===== src/rtl/vga_scaler_pipe.sv =====
`default_nettype none
// +-----------------------------------------------------------------------+
// | vga_scaler_pipe: VGA coordinates -> scaled/centred RGB565 fetch + out |
// | Rev 1.0                                                               |
// +-----------------------------------------------------------------------+
module vga_scaler_pipe #(
  parameter int SRC_W    = 320,
  parameter int SRC_H    = 240,
  parameter int H_ACTIVE = 640,
  parameter int V_ACTIVE = 480,
  parameter int ADDR_W   = 17,
  parameter int RD_LAT   = 1,
  parameter int OUT_BITS = 3
) (
  input  logic                    clk,
  input  logic                    rst_n,
  input  logic [9:0]              x_pixel,
  input  logic [9:0]              y_pixel,
  input  logic                    data_enable,
  input  logic                    VGAHS_in,
  input  logic                    VGAVS_in,
  input  logic [1:0]              scale_sel,
  input  logic                    center_en,
  input  logic                    gray_en,
  input  logic [3*OUT_BITS-1:0]   border_rgb,
  output logic                    fb_rd_en,
  output logic [ADDR_W-1:0]       fb_rd_addr,
  input  logic [15:0]             fb_pixel,
  output logic [OUT_BITS-1:0]     VGA_R,
  output logic [OUT_BITS-1:0]     VGA_G,
  output logic [OUT_BITS-1:0]     VGA_B,
  output logic                    VGAHS,
  output logic                    VGAVS,
  output logic [1:0]              scale_active
);

  // Largest shift whose window still fits the active area.
  localparam logic [1:0] c_max_s =
    ((SRC_W * 4 <= H_ACTIVE) && (SRC_H * 4 <= V_ACTIVE)) ? 2'd2 :
    ((SRC_W * 2 <= H_ACTIVE) && (SRC_H * 2 <= V_ACTIVE)) ? 2'd1 : 2'd0;
  // Side-band depth up to the output register: stage 1 plus the read latency.
  localparam int c_side_depth = RD_LAT + 1;

  logic        r_vs_d;
  logic [1:0]  r_scale;
  logic        r_center;
  logic        r_gray;
  logic        w_vs_fall;
  logic [1:0]  w_req_s;
  logic [1:0]  w_eff_s;

  assign w_vs_fall = r_vs_d & ~VGAVS_in;

  always_comb begin
    w_req_s = 2'd0;
    case (scale_sel)
      2'd1:    w_req_s = 2'd1;
      2'd2:    w_req_s = 2'd2;
      default: w_req_s = 2'd0;
    endcase
    w_eff_s = (w_req_s > c_max_s) ? c_max_s : w_req_s;
  end

  always_ff @(posedge clk or negedge rst_n) begin
    if (!rst_n) begin
      r_vs_d   <= 1'b1;
      r_scale  <= 2'd0;
      r_center <= 1'b0;
      r_gray   <= 1'b0;
    end else begin
      r_vs_d <= VGAVS_in;
      if (w_vs_fall) begin
        r_scale  <= w_eff_s;
        r_center <= center_en;
        r_gray   <= gray_en;
      end
    end
  end

  assign scale_active = r_scale;

  logic [11:0]       w_win_w;
  logic [11:0]       w_win_h;
  logic [11:0]       w_off_x;
  logic [11:0]       w_off_y;
  logic [11:0]       w_x;
  logic [11:0]       w_y;
  logic [11:0]       w_dx;
  logic [11:0]       w_dy;
  logic              w_in_win;
  logic [ADDR_W-1:0] w_addr;

  // r_scale never exceeds c_max_s, so the offset subtraction cannot wrap.
  always_comb begin
    w_win_w  = 12'(SRC_W) << r_scale;
    w_win_h  = 12'(SRC_H) << r_scale;
    w_off_x  = r_center ? ((12'(H_ACTIVE) - w_win_w) >> 1) : 12'd0;
    w_off_y  = r_center ? ((12'(V_ACTIVE) - w_win_h) >> 1) : 12'd0;
    w_x      = {2'b00, x_pixel};
    w_y      = {2'b00, y_pixel};
    w_in_win = data_enable &&
               (w_x >= w_off_x) && (w_x < (w_off_x + w_win_w)) &&
               (w_y >= w_off_y) && (w_y < (w_off_y + w_win_h));
    w_dx     = (w_x - w_off_x) >> r_scale;
    w_dy     = (w_y - w_off_y) >> r_scale;
    w_addr   = ADDR_W'(w_dy) * ADDR_W'(SRC_W) + ADDR_W'(w_dx);
  end

  always_ff @(posedge clk or negedge rst_n) begin
    if (!rst_n) begin
      fb_rd_en   <= 1'b0;
      fb_rd_addr <= '0;
    end else begin
      fb_rd_en <= w_in_win;
      if (w_in_win) begin
        fb_rd_addr <= w_addr;
      end
    end
  end

  // Side-band bits {in_win, de, hs, vs} travel alongside the read.
  logic [3:0] r_side [c_side_depth];

  always_ff @(posedge clk or negedge rst_n) begin
    if (!rst_n) begin
      for (int i = 0; i < c_side_depth; i++) begin
        r_side[i] <= 4'b0011;
      end
    end else begin
      r_side[0] <= {w_in_win, data_enable, VGAHS_in, VGAVS_in};
      for (int i = 1; i < c_side_depth; i++) begin
        r_side[i] <= r_side[i-1];
      end
    end
  end

  logic [3:0]          w_tail;
  logic [5:0]          w_r6;
  logic [5:0]          w_g6;
  logic [5:0]          w_b6;
  logic [8:0]          w_y9;
  logic [OUT_BITS-1:0] w_gray;
  logic [OUT_BITS-1:0] w_r;
  logic [OUT_BITS-1:0] w_g;
  logic [OUT_BITS-1:0] w_b;

  assign w_tail = r_side[c_side_depth-1];
  assign w_r6   = {fb_pixel[15:11], fb_pixel[15]};
  assign w_g6   = fb_pixel[10:5];
  assign w_b6   = {fb_pixel[4:0], fb_pixel[4]};
  // Max sum is 8*63 = 504, so 9 bits never overflow.
  assign w_y9   = 9'({w_r6, 1'b0}) + 9'(w_g6) * 9'd5 + 9'(w_b6);
  assign w_gray = OUT_BITS'(w_y9 >> (9 - OUT_BITS));

  always_comb begin
    w_r = '0;
    w_g = '0;
    w_b = '0;
    if (!w_tail[2]) begin
      w_r = '0;
    end else if (!w_tail[3]) begin
      w_r = border_rgb[3*OUT_BITS-1 -: OUT_BITS];
      w_g = border_rgb[2*OUT_BITS-1 -: OUT_BITS];
      w_b = border_rgb[OUT_BITS-1:0];
    end else if (r_gray) begin
      w_r = w_gray;
      w_g = w_gray;
      w_b = w_gray;
    end else begin
      w_r = fb_pixel[15 -: OUT_BITS];
      w_g = fb_pixel[10 -: OUT_BITS];
      w_b = fb_pixel[4 -: OUT_BITS];
    end
  end

  always_ff @(posedge clk or negedge rst_n) begin
    if (!rst_n) begin
      VGA_R <= '0;
      VGA_G <= '0;
      VGA_B <= '0;
      VGAHS <= 1'b1;
      VGAVS <= 1'b1;
    end else begin
      VGA_R <= w_r;
      VGA_G <= w_g;
      VGA_B <= w_b;
      VGAHS <= w_tail[1];
      VGAVS <= w_tail[0];
    end
  end

endmodule
`default_nettype wire


===== config.mk =====
export PLATFORM = sky130hd
export DESIGN_NAME = vga_scaler_pipe
export DESIGN_NICKNAME = d
export VERILOG_FILES = /design/src/rtl/vga_scaler_pipe.sv
export SDC_FILE = /design/constraint.sdc
export NUM_CORES = 1
export LEC_CHECK = 0
export ABC_AREA = 1
export CORE_ASPECT_RATIO = 1.4
export CORE_MARGIN = 2
export CORE_UTILIZATION = 58
export DETAILED_ROUTE_END_ITERATION = 7
export GPL_ROUTABILITY_DRIVEN = 0
export PLACE_DENSITY = 0.88
export SYNTH_ARGS = -nofsm -noshare
export SYNTH_HDL_FRONTEND = slang
export SYNTH_SLANG_ARGS = --single-unit

===== constraint.sdc =====
create_clock -name clk -period 10.2 [get_ports clk]
set_input_delay 1.53 -clock clk [delete_from_list [all_inputs] [get_ports clk]]
set_output_delay 1.53 -clock clk [all_outputs]
set_load 0.01 [all_outputs]

==> summary by stage <==
Critical path
The worst register-to-register path begins at scale_active[1]. The data required time of the worst path is 10.41 ns. The class of the most critical setup path is flop to flop. The worst setup path is captured at a flop.

The endpoint of the worst-slack reg-to-reg timing path is fb_rd_addr[15]. At the worst endpoint, the arrival time is 6.03 ns. The minimum setup slack among reg-to-reg paths is between 4 and 5 ns. The number of cells on the worst reg-to-reg path is 24.

The largest fanout on the critical path is 28. The kind of start point of the critical path is a flop.

Logic synthesis
The area share of the largest cell type after synthesis is between 20% and 30%. The cell area that synthesis handed to floorplanning was 4590 µm². The synthesized design contains 0 enable-type register cells. The proportion of synthesized flip-flops having asynchronous set or reset is 100%. The sequential fraction of the synthesis area is between 20% and 30%.

The count of mapped cells out of synthesis is ~630. The synthesized design contains 40 register bits. The number of nets in the synthesized netlist is about 770. The most used flip-flop cell after synthesis is sky130_fd_sc_hd__dfrtp_1. Yosys attributes the largest share of cell area to sky130_fd_sc_hd__ha_1 20%, sky130_fd_sc_hd__dfrtp_1 19%, sky130_fd_sc_hd__nand2_1 12%. The biggest area consumer among synthesized cells is sky130_fd_sc_hd__ha_1. The count of yosys warnings during synthesis is 0. In this run, distinct cell masters in the synthesized netlist total between 40 and 50. The post-synthesis area per instance is ~7.3 µm².

CTS
The maximum clock insertion buffer count is 2. Hold repair after CTS inserted 0 buffers. The number of buffers added for setup after CTS is 0.

The number of gates resized after cts is 0. The CTS H-tree depth is 2. After clock tree synthesis, the clock-pin slew on the worst setup and hold paths is 0.08 ns. The clock tree from TritonCTS is built. The count of clock tree sinks is 40. The clock insertion delay at the later pin of the skew report is a little under 0.3 ns. The CTS buffer count is 5. CTS placed an instance of sky130_fd_sc_hd__clkbuf_8 at the clock tree root.

Job
The max-cap check violation count is 0.

Power and ir drop
Across the VDD grid, the largest voltage drop is about 0.12 mV. The leakage power is just under 3 nW. Dividing total power by cell area gives a power density of 194 nW/µm².

Detailed routing
The number of design-rule violations left by the first detailed-router iteration is between 200 and 250. For this run, design rule violations remaining after detail routing come to 0. After detailed routing, the met3 layer carries 682 µm of wire. The final route contains between 4000 and 5000 vias. The wire length after detailed routing is approximately 11 mm.

Summed over all nets, wire length on met2 after detailed routing comes to 5.97 mm. After detailed routing, the average wire length per cell comes to 14.0 µm. In the final routing, the length of wire on met1 measures 4.22 mm. The count of antenna-violating nets left after detailed routing is 0. Using the TritonRoute via totals, the vias-per-cell ratio works out to approximately 5.5. Signal routing reaches up to met4.

The first detailed-routing pass ran for 5 iterations.

STA
The worst setup skew after layout is around 0.012 ns. Setup repair after global routing left no endpoint under its margin. The max-slew violation count came to 0. For the pin with the worst max-slew slack, the measured transition is between 0.8 and 0.9 ns.

Setup violations remaining at the end of the flow were counted as 0. Based on the critical path, the design can be clocked at up to ~170 MHz. After routing, the total negative slack on setup checks comes to 0 ns. The period utilization is a little under three fifths. The final count of hold timing violations is 0.

Counting I/O delays and the setup requirement, the final critical path takes between 5 and 6 ns. The worst relative slew slack is approximately 44%.

Global route
The initial antenna violation count is 0. The first global-routing pass estimated around 19 mm of wire. In the global route stage, overall resource usage came out at ~27%.

The overflow left after global routing is 0. The maximum number of pins on one net before global-route repair is 41. The via count of the first global-routing pass came to around 4500.

Floorplanning
After floorplanning, the core was divided into 38 placement rows. The initial utilization of the core area, before any placement, comes to slightly below 60%. The die is roughly 79 µm wide. The top-level port count is 85. In this run the vertical extent of the chip is 109 µm. In this run the standard cell core region covers slightly below 8000 µm².

The floorplan step defined a die boundary enclosing between 8000 and 9000 µm².

Worst hold path
The path class of the tightest hold or removal check is flop to flop. The worst hold path terminates at VGAHS. The startpoint of the worst hold path is w_tail[1].

Counting instances, the worst hold path has a depth of 0.

Placement
The post-placement cell area is ~5500 µm². During placement, the flow inserted port buffers numbering between 80 and 90. Once detailed placement completed, the half-perimeter wirelength came to 9.62 mm.

Cells and area
In the final layout, flip-flops and latches occupy 1010 µm². The final antenna diode count is 0. The finished cells cover around 5600 µm². The multi-input combinational cells in the finished layout cover a total of 3160 µm². In the final design database the tool counted 842 nets. The area overhead of the layout relative to synthesis is 21.3%. The layout has 600 filler cells.

The proportion of layout cells with a drive suffix above 1 is ~5.2%.

Outcome
The flow ran to the end, and the final reports show no timing, DRC or antenna violations.
==> per-layer routing <==
layer / track usage [%] / up-vias
li1: - / 2216
met1: 28.4 / 2029
met2: 53.3 / 174
met3: 3.64 / 33
met4: 12.3 / 0
met5: 0 / -
==> layout by cell type, fill, tap and decap left out, drive strengths merged, types with 10 or more instances in the layout <==
cell and count:
o21ai 58, inv 91, fa 10, xnor2 13, clkdlybuf4s50 83, nor2 36, a21oi 31, ha 74
nand2 152, dfrtp 34, nand3 46, xor2 14
==> cells by family after synthesis <==
kind of cell / synth area share (%)
xor gates and xnor gates: 5.15
adders and majority gates: 24.5
buffers and inverters: 9.19
DFF: 22.0
muxes: 1.34
AOI/OAI and AO/OA: 14.1
and+or+nand+nor: 23.7
==> power breakdown <==
group | internal, W | switching, W
logic | 0.000336 | 0.000423
clock network | 0.0000476 | 0.0000522
registers | 0.000198 | 0.0000242
total | 0.000582 | 0.000499
==> layout make-up <==
| class | count | share of cell area, % |
|---|---|---|
| clock buffers | 5 | 1.24 |
| clock inverters | 3 | 0.337 |
| inverters | 91 | 6.14 |
| multi-input cells | 481 | 56.8 |
| flip-flops and latches | 40 | 18.1 |
| well taps | 100 | 2.25 |
| repair buffers | 85 | 15.2 |
==> registers in the layout, indices dropped and copies added (netlist names) <==
signal	count
VGAHS	1
VGAVS	1
VGA_B	3
VGA_G	3
VGA_R	3
fb_rd_addr	17
fb_rd_en	1
r_center	1
r_gray	1
r_side	3
scale_active	2
w_tail	4
==> per-stage QoR <==
step / util (%) / hold slack, ns / worst slack, ns / total power, W / cells
2_1_floorplan: - / 0.331 / 5.10 / 0.000764 / 627
3_3_place_gp: 71.1 / 0.336 / 4.66 / 0.000946 / 797
3_5_place_dp: 71.1 / 0.335 / 4.44 / 0.000980 / 797
4_1_cts: 72.3 / 0.356 / 4.42 / 0.00108 / 805
5_1_grt: 72.3 / 0.355 / 3.83 / 0.00120 / 805
6_report: 72.3 / 0.354 / 4.38 / 0.00108 / 805
==> worst max path at each step <==
stage | cells after the start | startpoint | endpoint | slack [ns]
floorplan | 27 | scale_active[0] | fb_rd_addr[15] | 5.10
global placement | 24 | scale_active[1] | fb_rd_addr[15] | 4.66
detailed placement | 24 | scale_active[1] | fb_rd_addr[15] | 4.44
CTS | 24 | scale_active[1] | fb_rd_addr[15] | 4.42
global route | 22 | scale_active[1] | fb_rd_addr[15] | 3.83
finish | 24 | scale_active[1] | fb_rd_addr[15] | 4.38
==> cells in the mapped netlist (3+ instances only) <==
cell	instances
sky130_fd_sc_hd__nand2_1	149
sky130_fd_sc_hd__inv_1	90
sky130_fd_sc_hd__ha_1	74
sky130_fd_sc_hd__o21ai_0	46
sky130_fd_sc_hd__nand3_1	44
sky130_fd_sc_hd__dfrtp_1	34
sky130_fd_sc_hd__nor2_1	32
sky130_fd_sc_hd__a21oi_1	30
sky130_fd_sc_hd__xor2_1	14
sky130_fd_sc_hd__xnor2_1	13
sky130_fd_sc_hd__fa_1	10
sky130_fd_sc_hd__o21ai_1	10
sky130_fd_sc_hd__clkbuf_1	9
sky130_fd_sc_hd__nand4_1	7
sky130_fd_sc_hd__a21o_1	6
sky130_fd_sc_hd__dfstp_2	6
sky130_fd_sc_hd__mux2i_1	5
sky130_fd_sc_hd__or2_2	5
sky130_fd_sc_hd__a31oi_1	4
sky130_fd_sc_hd__nand3b_1	4
sky130_fd_sc_hd__o221ai_1	4
sky130_fd_sc_hd__nand2_2	3
==> worst max-delay path, stage by stage, from the launching register on <==
cell and delay [ns]:
sky130_fd_sc_hd__dfrtp_1 0.89, sky130_fd_sc_hd__inv_1 0.61, sky130_fd_sc_hd__ha_1 0.48, sky130_fd_sc_hd__nand2_1 0.21
sky130_fd_sc_hd__ha_1 0.32, sky130_fd_sc_hd__nand2_1 0.12, sky130_fd_sc_hd__inv_1 0.06, sky130_fd_sc_hd__nand2_1 0.08
sky130_fd_sc_hd__nand3_1 0.12, sky130_fd_sc_hd__xor2_1 0.16, sky130_fd_sc_hd__or2_2 0.27, sky130_fd_sc_hd__o21ai_0 0.09
sky130_fd_sc_hd__mux2i_1 0.13, sky130_fd_sc_hd__ha_1 0.35, sky130_fd_sc_hd__inv_1 0.06, sky130_fd_sc_hd__fa_1 0.53
sky130_fd_sc_hd__inv_1 0.04, sky130_fd_sc_hd__ha_1 0.33, sky130_fd_sc_hd__nand3_1 0.10, sky130_fd_sc_hd__nand2_1 0.10
sky130_fd_sc_hd__nand2_1 0.06, sky130_fd_sc_hd__a21oi_1 0.21, sky130_fd_sc_hd__nand3b_1 0.12, sky130_fd_sc_hd__xor2_1 0.15
sky130_fd_sc_hd__o21ai_0 0.14
Power figures use the tool's default switching activity.
